$ cat config.mk
export PLATFORM = sky130hd
export DESIGN_NAME = seq_divider
export DESIGN_NICKNAME = d
export VERILOG_FILES = /design/src/rtl/seq_div_pkg.sv /design/src/rtl/div_sub_stage.sv /design/src/rtl/seq_divider.sv
export SDC_FILE = /design/constraint.sdc
export NUM_CORES = 1
export LEC_CHECK = 0
export BUFFER_PORTS_ARGS = -buffer_cell sky130_fd_sc_hd__buf_2
export CORE_ASPECT_RATIO = 0.8
export CORE_MARGIN = 2
export CORE_UTILIZATION = 40
export CTS_CLUSTER_SIZE = 8
export DETAILED_ROUTE_END_ITERATION = 8
export PLACE_DENSITY_LB_ADDON = 0.15
export SLEW_MARGIN = 20
export SYNTH_ARGS = -nofsm -noshare
export SYNTH_HDL_FRONTEND = slang
export SYNTH_HIERARCHICAL = 1
export SYNTH_SLANG_ARGS = --single-unit
$ cat constraint.sdc
create_clock -name clk -period 3.4 [get_ports clk]
set_input_delay 0.51 -clock clk [delete_from_list [all_inputs] [get_ports clk]]
set_output_delay 0.51 -clock clk [all_outputs]
set_load 0.03 [all_outputs]
$ cat src/rtl/seq_div_pkg.sv
// Shared types and constants for the sequential divider.
package seq_div_pkg;

    localparam int SEQ_DIV_WIDTH_DEFAULT = 4;

    typedef enum logic [1:0] {
        IDLE = 2'd0,
        RUN  = 2'd1,
        DONE = 2'd2
    } div_state_t;

endpackage

$ cat src/rtl/div_sub_stage.sv
// Trial subtractor a - b as a ripple adder of a, ~b and carry-in 1.
// The final carry out is set when the subtraction does not borrow.
module div_sub_stage #(
    parameter int W = 5
) (
    input  logic [W-1:0] a,
    input  logic [W-1:0] b,
    output logic [W-1:0] diff,
    output logic         no_borrow
);

    logic [W:0]   carry;
    logic [W-1:0] b_n;

    assign b_n      = ~b;
    assign carry[0] = 1'b1;

    for (genvar i = 0; i < W; i++) begin : g_fa
        assign diff[i]    = a[i] ^ b_n[i] ^ carry[i];
        assign carry[i+1] = (a[i] & b_n[i]) | (carry[i] & (a[i] ^ b_n[i]));
    end

    assign no_borrow = carry[W];

endmodule

$ cat src/rtl/seq_divider.sv
// Restoring shift-subtract divider, one quotient bit per clock, MSB first.
// Defining SEQ_DIV_DBZ_EN adds the div_zero port and a one-cycle divide-by-zero path.
module seq_divider
    import seq_div_pkg::*;
#(
    parameter int WIDTH = SEQ_DIV_WIDTH_DEFAULT
) (
    input  logic             clk,
    input  logic             rst_n,
    input  logic             start,
    input  logic [WIDTH-1:0] dividend,
    input  logic [WIDTH-1:0] divisor,
    output logic             busy,
    output logic             done,
    output logic [WIDTH-1:0] quotient,
    output logic [WIDTH-1:0] remainder
`ifdef SEQ_DIV_DBZ_EN
    ,
    output logic             div_zero
`endif
);

    localparam int CW = $clog2(WIDTH + 1);
    localparam logic [CW-1:0] LAST_ITER = CW'(WIDTH - 1);

    div_state_t       state_q, state_d;
    logic [CW-1:0]    cnt_q, cnt_d;
    logic [WIDTH-1:0] dvd_q, dvd_d;
    logic [WIDTH-1:0] dvs_q, dvs_d;
    logic [WIDTH:0]   rem_q, rem_d;
    logic [WIDTH-1:0] acc_q, acc_d;
    logic [WIDTH-1:0] quo_q, quo_d;
    logic [WIDTH-1:0] remo_q, remo_d;
`ifdef SEQ_DIV_DBZ_EN
    logic             dz_q, dz_d;
`endif

    logic [WIDTH:0]   shifted;
    logic [WIDTH:0]   diff;
    logic             no_borrow;

    // Partial remainder stays below the divisor, so its top bit shifts out as zero.
    assign shifted = (rem_q << 1) | {{WIDTH{1'b0}}, dvd_q[WIDTH-1]};

    div_sub_stage #(.W(WIDTH + 1)) u_sub (
        .a         (shifted),
        .b         ({1'b0, dvs_q}),
        .diff      (diff),
        .no_borrow (no_borrow)
    );

    always_comb begin
        state_d = state_q;
        cnt_d   = cnt_q;
        dvd_d   = dvd_q;
        dvs_d   = dvs_q;
        rem_d   = rem_q;
        acc_d   = acc_q;
        quo_d   = quo_q;
        remo_d  = remo_q;
`ifdef SEQ_DIV_DBZ_EN
        dz_d    = dz_q;
`endif
        case (state_q)
            IDLE, DONE: begin
                if (start) begin
                    dvd_d   = dividend;
                    dvs_d   = divisor;
                    rem_d   = '0;
                    acc_d   = '0;
                    cnt_d   = '0;
                    state_d = RUN;
`ifdef SEQ_DIV_DBZ_EN
                    dz_d    = 1'b0;
                    if (divisor == '0) begin
                        state_d = DONE;
                        quo_d   = '1;
                        remo_d  = dividend;
                        dz_d    = 1'b1;
                    end
`endif
                end else if (state_q == DONE) begin
                    state_d = IDLE;
                end
            end
            RUN: begin
                dvd_d = dvd_q << 1;
                rem_d = no_borrow ? diff : shifted;
                acc_d = (acc_q << 1) | {{(WIDTH-1){1'b0}}, no_borrow};
                cnt_d = cnt_q + CW'(1);
                if (cnt_q == LAST_ITER) begin
                    state_d = DONE;
                    quo_d   = acc_d;
                    remo_d  = rem_d[WIDTH-1:0];
                end
            end
            default: state_d = IDLE;
        endcase
    end

    always_ff @(posedge clk or negedge rst_n) begin
        if (!rst_n) begin
            state_q <= IDLE;
            cnt_q   <= '0;
            dvd_q   <= '0;
            dvs_q   <= '0;
            rem_q   <= '0;
            acc_q   <= '0;
            quo_q   <= '0;
            remo_q  <= '0;
`ifdef SEQ_DIV_DBZ_EN
            dz_q    <= 1'b0;
`endif
        end else begin
            state_q <= state_d;
            cnt_q   <= cnt_d;
            dvd_q   <= dvd_d;
            dvs_q   <= dvs_d;
            rem_q   <= rem_d;
            acc_q   <= acc_d;
            quo_q   <= quo_d;
            remo_q  <= remo_d;
`ifdef SEQ_DIV_DBZ_EN
            dz_q    <= dz_d;
`endif
        end
    end

    assign busy      = (state_q == RUN);
    assign done      = (state_q == DONE);
    assign quotient  = quo_q;
    assign remainder = remo_q;
`ifdef SEQ_DIV_DBZ_EN
    assign div_zero  = dz_q;
`endif

endmodule

* Word level (Yosys, flattened, before mapping)
Cells that the tools add are included.
** Word-level totals
- Register bits after elaboration :: 28
- Input port bits :: 11
- Output and inout port bits :: 10
- Word-level logic and storage cells :: 61
** Cells by class
- Add/sub/neg operators :: 1
- Equal/unequal tests :: 6
- Multiplexer cells :: 13
- Bitwise operators :: 26
- Reductions and logical operators :: 7
** Operators with widths (count)
- case mux 4 bit (2 select lines) :: 2
- 2-to-1 mux 4 bit :: 3
- case mux 3 bit (2 select lines) :: 2
- bitwise AND 1 bit :: 9
- AND reduction 2 bit :: 4
- XOR 1 bit :: 8
- 2-to-1 mux 2 bit :: 3
- 2-to-1 mux 3 bit :: 2
- NOT 4 -> 5 bit :: 1
- OR 1 bit :: 5
- OR 5 x 1 -> 5 bit :: 1
- OR 4 x 1 -> 4 bit :: 1
- case mux 2 bit (2 select lines) :: 1
- adder 3 x 1 -> 3 bit (second input constant) :: 1
- == test 3 x 2 -> 1 bit (second input constant) :: 1
- != test 3 bit (second input constant) :: 1
- == test 2 x 1 -> 1 bit (second input constant) :: 1
- == test 2 bit (second input constant) :: 1
- logical NOT 2 bit :: 1
- != test 2 x 1 -> 1 bit (second input constant) :: 1
- != test 2 bit (second input constant) :: 1
- nonzero test 2 bit :: 1
- OR reduction 2 bit :: 1
- NOT 1 bit :: 1

* Depth between registers and ports, before layout
- Depth in word-level cells :: 13
- Depth in mapped cells :: 12
- Mapped depth without buffers :: 11

* By module
Netlist, hierarchy kept.
** Modules (own cells, without submodules)
- seq_divider :: times used 1, cells each 85, area each 1153.6 um^2, seq. area each 700.7 um^2
- div_sub_stage :: times used 1, cells each 16, area each 133.9 um^2, seq. area each 0.0 um^2

* Worst setup path after synthesis
Ideal clock, no wire load.
- Kind :: flip-flop to flip-flop
- Start point :: register dvd_q[3]
- End point :: register rem_q[0]
- Library setup time :: 0.125 ns
- Arrival :: 2.312 ns
- Data required time :: 3.275 ns
- Slack :: 0.963 ns
- Cell stages (with the launch flop) :: 13
- Buffers on the path :: 1
- Period minus slack after synthesis :: 2.437 ns
- Path through :: dfrtp_1 inv_1 ha_1 inv_1 fa_1 inv_1 fa_1 fa_1 inv_1 fa_1 clkbuf_1 mux2i_1 o2bb2ai_1
** On the way
- Longest elaborated chain between the ends :: 13
- Elaborated cells on any way between the ends :: 15
- Classes of those cells :: mux: 2; bitwise: 13
** RTL lines
- start, declared :: RTL line seq_divider.sv:28 : logic [WIDTH-1:0] dvd_q, dvd_d;
- start signal, assigned :: RTL line seq_divider.sv:117 : dvd_q <= dvd_d;
- OR 5 x 1 -> 5 bit * :: RTL line seq_divider.sv:43 : assign shifted = (rem_q << 1) | {{WIDTH{1'b0}}, dvd_q[WIDTH-1]};
- bitwise AND 1 bit / XOR 1 bit (equally long branches) :: RTL line div_sub_stage.sv:20 : assign carry[i+1] = (a[i] & b_n[i]) | (carry[i] & (a[i] ^ b_n[i]));
- OR 1 bit * :: RTL line div_sub_stage.sv:20
- bitwise AND 1 bit * :: RTL line div_sub_stage.sv:20
- OR 1 bit * :: RTL line div_sub_stage.sv:20
- bitwise AND 1 bit * :: RTL line div_sub_stage.sv:20
- OR 1 bit * :: RTL line div_sub_stage.sv:20
- bitwise AND 1 bit * :: RTL line div_sub_stage.sv:20
- OR 1 bit * :: RTL line div_sub_stage.sv:20
- bitwise AND 1 bit * :: RTL line div_sub_stage.sv:20
- OR 1 bit * :: RTL line div_sub_stage.sv:20
- net no_borrow :: RTL line seq_divider.sv:40 : logic no_borrow;
- 2-to-1 mux 4 bit * :: RTL line seq_divider.sv:88 : rem_d = no_borrow ? diff : shifted;
- case mux 4 bit (2 select lines) * :: RTL line seq_divider.sv:64 : case (state_q)
- end signal, assigned :: RTL line seq_divider.sv:119 : rem_q <= rem_d;
- end, declared :: RTL line seq_divider.sv:30 : logic [WIDTH:0] rem_q, rem_d;
The timed path passes the listed nets; every way through them passes the cells marked *.
A chain may end at the register's enable or synchronous reset.

* Final worst setup path
Same ends and word-level chain as after synthesis.

==> results.sh <==
export IMPL_timing_hold_ws_ns=0.234
export IMPL_slew_headroom_pct=59.3
export IMPL_min_path_type="in2async"
export IMPL_hpwl_mm=1.57
export IMPL_final_cell_mix="28 x dfrtp_1, 20 x buf_2, 13 x inv_1"
export IMPL_wire_per_inst_um=12.8
export IMPL_drc_errors=0
export IMPL_place_area_um2=1400
export IMPL_fmax_mhz=377
export IMPL_cts_setup_buffers=0
export IMPL_combPwrFrac_pct=45.2
export IMPL_setup_violations=0
export IMPL_syn_inst=101
export IMPL_nets=140
export IMPL_critPathMaxStageDelay_ns=0.38
export IMPL_ys_types=22
export IMPL_synth_top_family_by_area="multiplexers"
export IMPL_grt_pass1_vias=735
export IMPL_grt_first_pass_wirelength_mm=3.64
export IMPL_required_ns=3.55
export IMPL_tightestPinTransition_ns=0.610
export IMPL_critPathSlowestCell="dfrtp_1"
export IMPL_die_w_um=67.4
export IMPL_clkTransAtPathRegs_ns=0.10
export IMPL_drive_gt1_share_pct=28.1
export IMPL_syn_area_per_cell_um2=12.7
export IMPL_pwr_share_seq_pct=37.6
export IMPL_power_total_mw=1.50
export IMPL_p_sw_share_pct=39.4
export IMPL_powerDensity_nw_per_um2=1010
export IMPL_reg2reg_slack_ns=0.75
export IMPL_initial_core_util_pct=41.7
export IMPL_clockBufferDepth=2
export IMPL_vias=763
export IMPL_path_cells="inv_1 -> ha_1 -> inv_1 -> fa_1 -> inv_1 -> fa_1 -> fa_1 -> inv_1 -> fa_1 -> mux2i_1 -> o2bb2ai_1"
export IMPL_grt_ovfl_total=0
export IMPL_r2r_end="rem_q[0]"
export IMPL_antenna_found_initial=0
export IMPL_finalCriticalPeriod_ns=2.65
export IMPL_vias_per_cell=4.74
export IMPL_synthMuxAreaShare_pct=13.6
export IMPL_drt_initial_drc_count=33
export IMPL_io_pins=21
export IMPL_maxCapViolCount=0
export IMPL_startpoint_type="register"
export IMPL_grt_start_max_net_pins=29
export IMPL_timing_rr_start="dvd_q[3]"
export IMPL_ir_worst_vdd_mv=0.428
export IMPL_stdcell_area_um2=1470
export IMPL_rsz0062_at_grt="false"
export IMPL_track_usage_pct=13.8
export IMPL_synth_seq_cells=28
export IMPL_fillers=284
export IMPL_layout_commonest_cell="dfrtp_1"
export IMPL_rows=18
export IMPL_synthToLayoutAreaGrowth_pct=14.5
export IMPL_cts_root_buf="clkbuf_8"
export IMPL_cts_hold_buf=0
export IMPL_place_gp_congestion=0.780
export IMPL_worstRegToRegCells=11
export IMPL_cts_resized_gates=0
export IMPL_clkPwrFrac_pct=17.2
export IMPL_cts_tree="done"
export IMPL_dieArea_um2=3690
export IMPL_slew_violations=0
export IMPL_netlist_area_um2=1290
export IMPL_synth_adder_area_share_pct=9.14
export IMPL_internal_power_uw=907
export IMPL_hold_viol_final=0
export IMPL_crit_path_end_kind="register"
export IMPL_yosysWarnings=6
export IMPL_startpoint="dvd_q[3]"
export IMPL_placement_io_buffers=20
export IMPL_critPathMaxFanout=6
export IMPL_min_period_over_period_pct=78.0
export IMPL_die_h_um=54.7
export IMPL_clk_latency_ns=0.27
export IMPL_synthXorXnorAreaFrac_pct=0
export IMPL_drt_pass1_iter_count=4
export IMPL_drt_wl_total_mm=2.06
export IMPL_post_route_util_pct=47.8
export IMPL_core_um2=3090
export IMPL_finalSetupTns_ns=0
export IMPL_htreeDepth=1
export IMPL_critPathKind="reg2reg"
export IMPL_numCtsBuffers=3
export IMPL_synth_simple_gate_area_share_pct=5.05
export IMPL_p_sw_uw=589
export IMPL_arrival_ns=2.80
export IMPL_status="complete, no violations"
export IMPL_leakage_nw=0.731
export IMPL_finClkSkew_ns=0.00717
export IMPL_cts_sinks=28
export IMPL_endpoint="rem_q[0]"
export IMPL_num_antenna_cells=0
export IMPL_synth_compound_area_share_pct=10.1
export IMPL_syn_nets=119
export IMPL_synth_seq_area_share_pct=54.4
export IMPL_antenna_left=0
==> sequential cells by signal, indices dropped and copies added, names as in the netlist <==
| signal | flops |
|---|---|
| cnt_q | 3 |
| dvs_q | 4 |
| acc_q | 3 |
| quotient | 4 |
| remainder | 4 |
| rem_q | 4 |
| state_q | 2 |
| dvd_q | 4 |
==> power by group through the flow <==
stage | clock network, mW | logic (mW) | registers, mW
finish | 0.257 | 0.676 | 0.562
detailed placement | 0 | 0.688 | 0.572
floorplan | 0 | 0.474 | 0.630
CTS | 0.265 | 0.689 | 0.566
global placement | 0 | 0.663 | 0.567
global route | 0.279 | 0.769 | 0.586
==> layer usage <==
metal  up-vias  part of all wire, %  track usage (%)
li1        372                    -                -
met2        20                   44             21.0
met4         0                    0             3.06
met5         -                    0                0
met3         0                  6.3             4.53
met1       371                   50             19.4
==> cell usage after synthesis <==
master / instances / area, um^2
a22o_1: 5 / 43.8
buf_2: 1 / 5.00
buf_6: 3 / 33.8
clkbuf_1: 1 / 3.75
conb_1: 1 / 3.75
dfrtp_1: 28 / 701
fa_1: 4 / 80.1
ha_1: 3 / 37.5
inv_1: 13 / 48.8
inv_2: 1 / 3.75
mux2_1: 4 / 45.0
mux2_2: 4 / 45.0
mux2_4: 1 / 15.0
mux2i_1: 7 / 70.1
nand2_1: 7 / 26.3
nand2b_2: 1 / 8.76
nand3b_2: 1 / 11.3
nor2_2: 1 / 6.26
nor2b_1: 2 / 12.5
o21ai_1: 7 / 35.0
o21bai_1: 1 / 7.51
o2bb2ai_1: 5 / 43.8
==> critical path, delay by kind of cell, from the launching register on <==
family / cells / cell delay, ns
DFF: 1 / 0.38
buffers and inverters: 4 / 0.24
adders and majority gates: 5 / 1.45
muxes: 1 / 0.36
AOI/OAI and AO/OA: 1 / 0.11
==> final cells by class <==
type                       instances  area (um^2)  share of cell area [%]
sequential                        28          701                    47.5
multi-input combinational         54          492                    33.4
timing repair buffer              21          108                    7.30
inverter                          14         52.6                    3.57
tap                               40         50.0                    3.40
clock buffer                       3         41.3                    2.80
clock inverter                     1         30.0                    2.04
==> logic make-up (layout without fill, tap and decap cells) <==
group                      Yosys count  in the layout
muxes                               16             16
DFF                                 28             28
buffers and inverters               19             39
and+or+nand+nor                     12             12
AOI/OAI and AO/OA                   18             18
adders and majority gates            7              7
other                                1              1
==> stage by stage <==
step                      worst slack (ns)  std cells
after floorplan                      0.963        101
after global placement               0.857        157
after detailed placement             0.775        157
after CTS                            0.760        161
after global routing                 0.566        161
final                                0.749        161
==> worst min path at each step <==
stage,start,end
6_report,rst_n,remainder[3]
5_1_grt,rst_n,rem_q[3]
4_1_cts,rst_n,dvs_q[2]
3_5_place_dp,dvd_q[2],dvd_q[3]
3_3_place_gp,remainder[2],remainder[2]
2_1_floorplan,rst_n,acc_q[0]
Power figures use the tool's default switching activity.
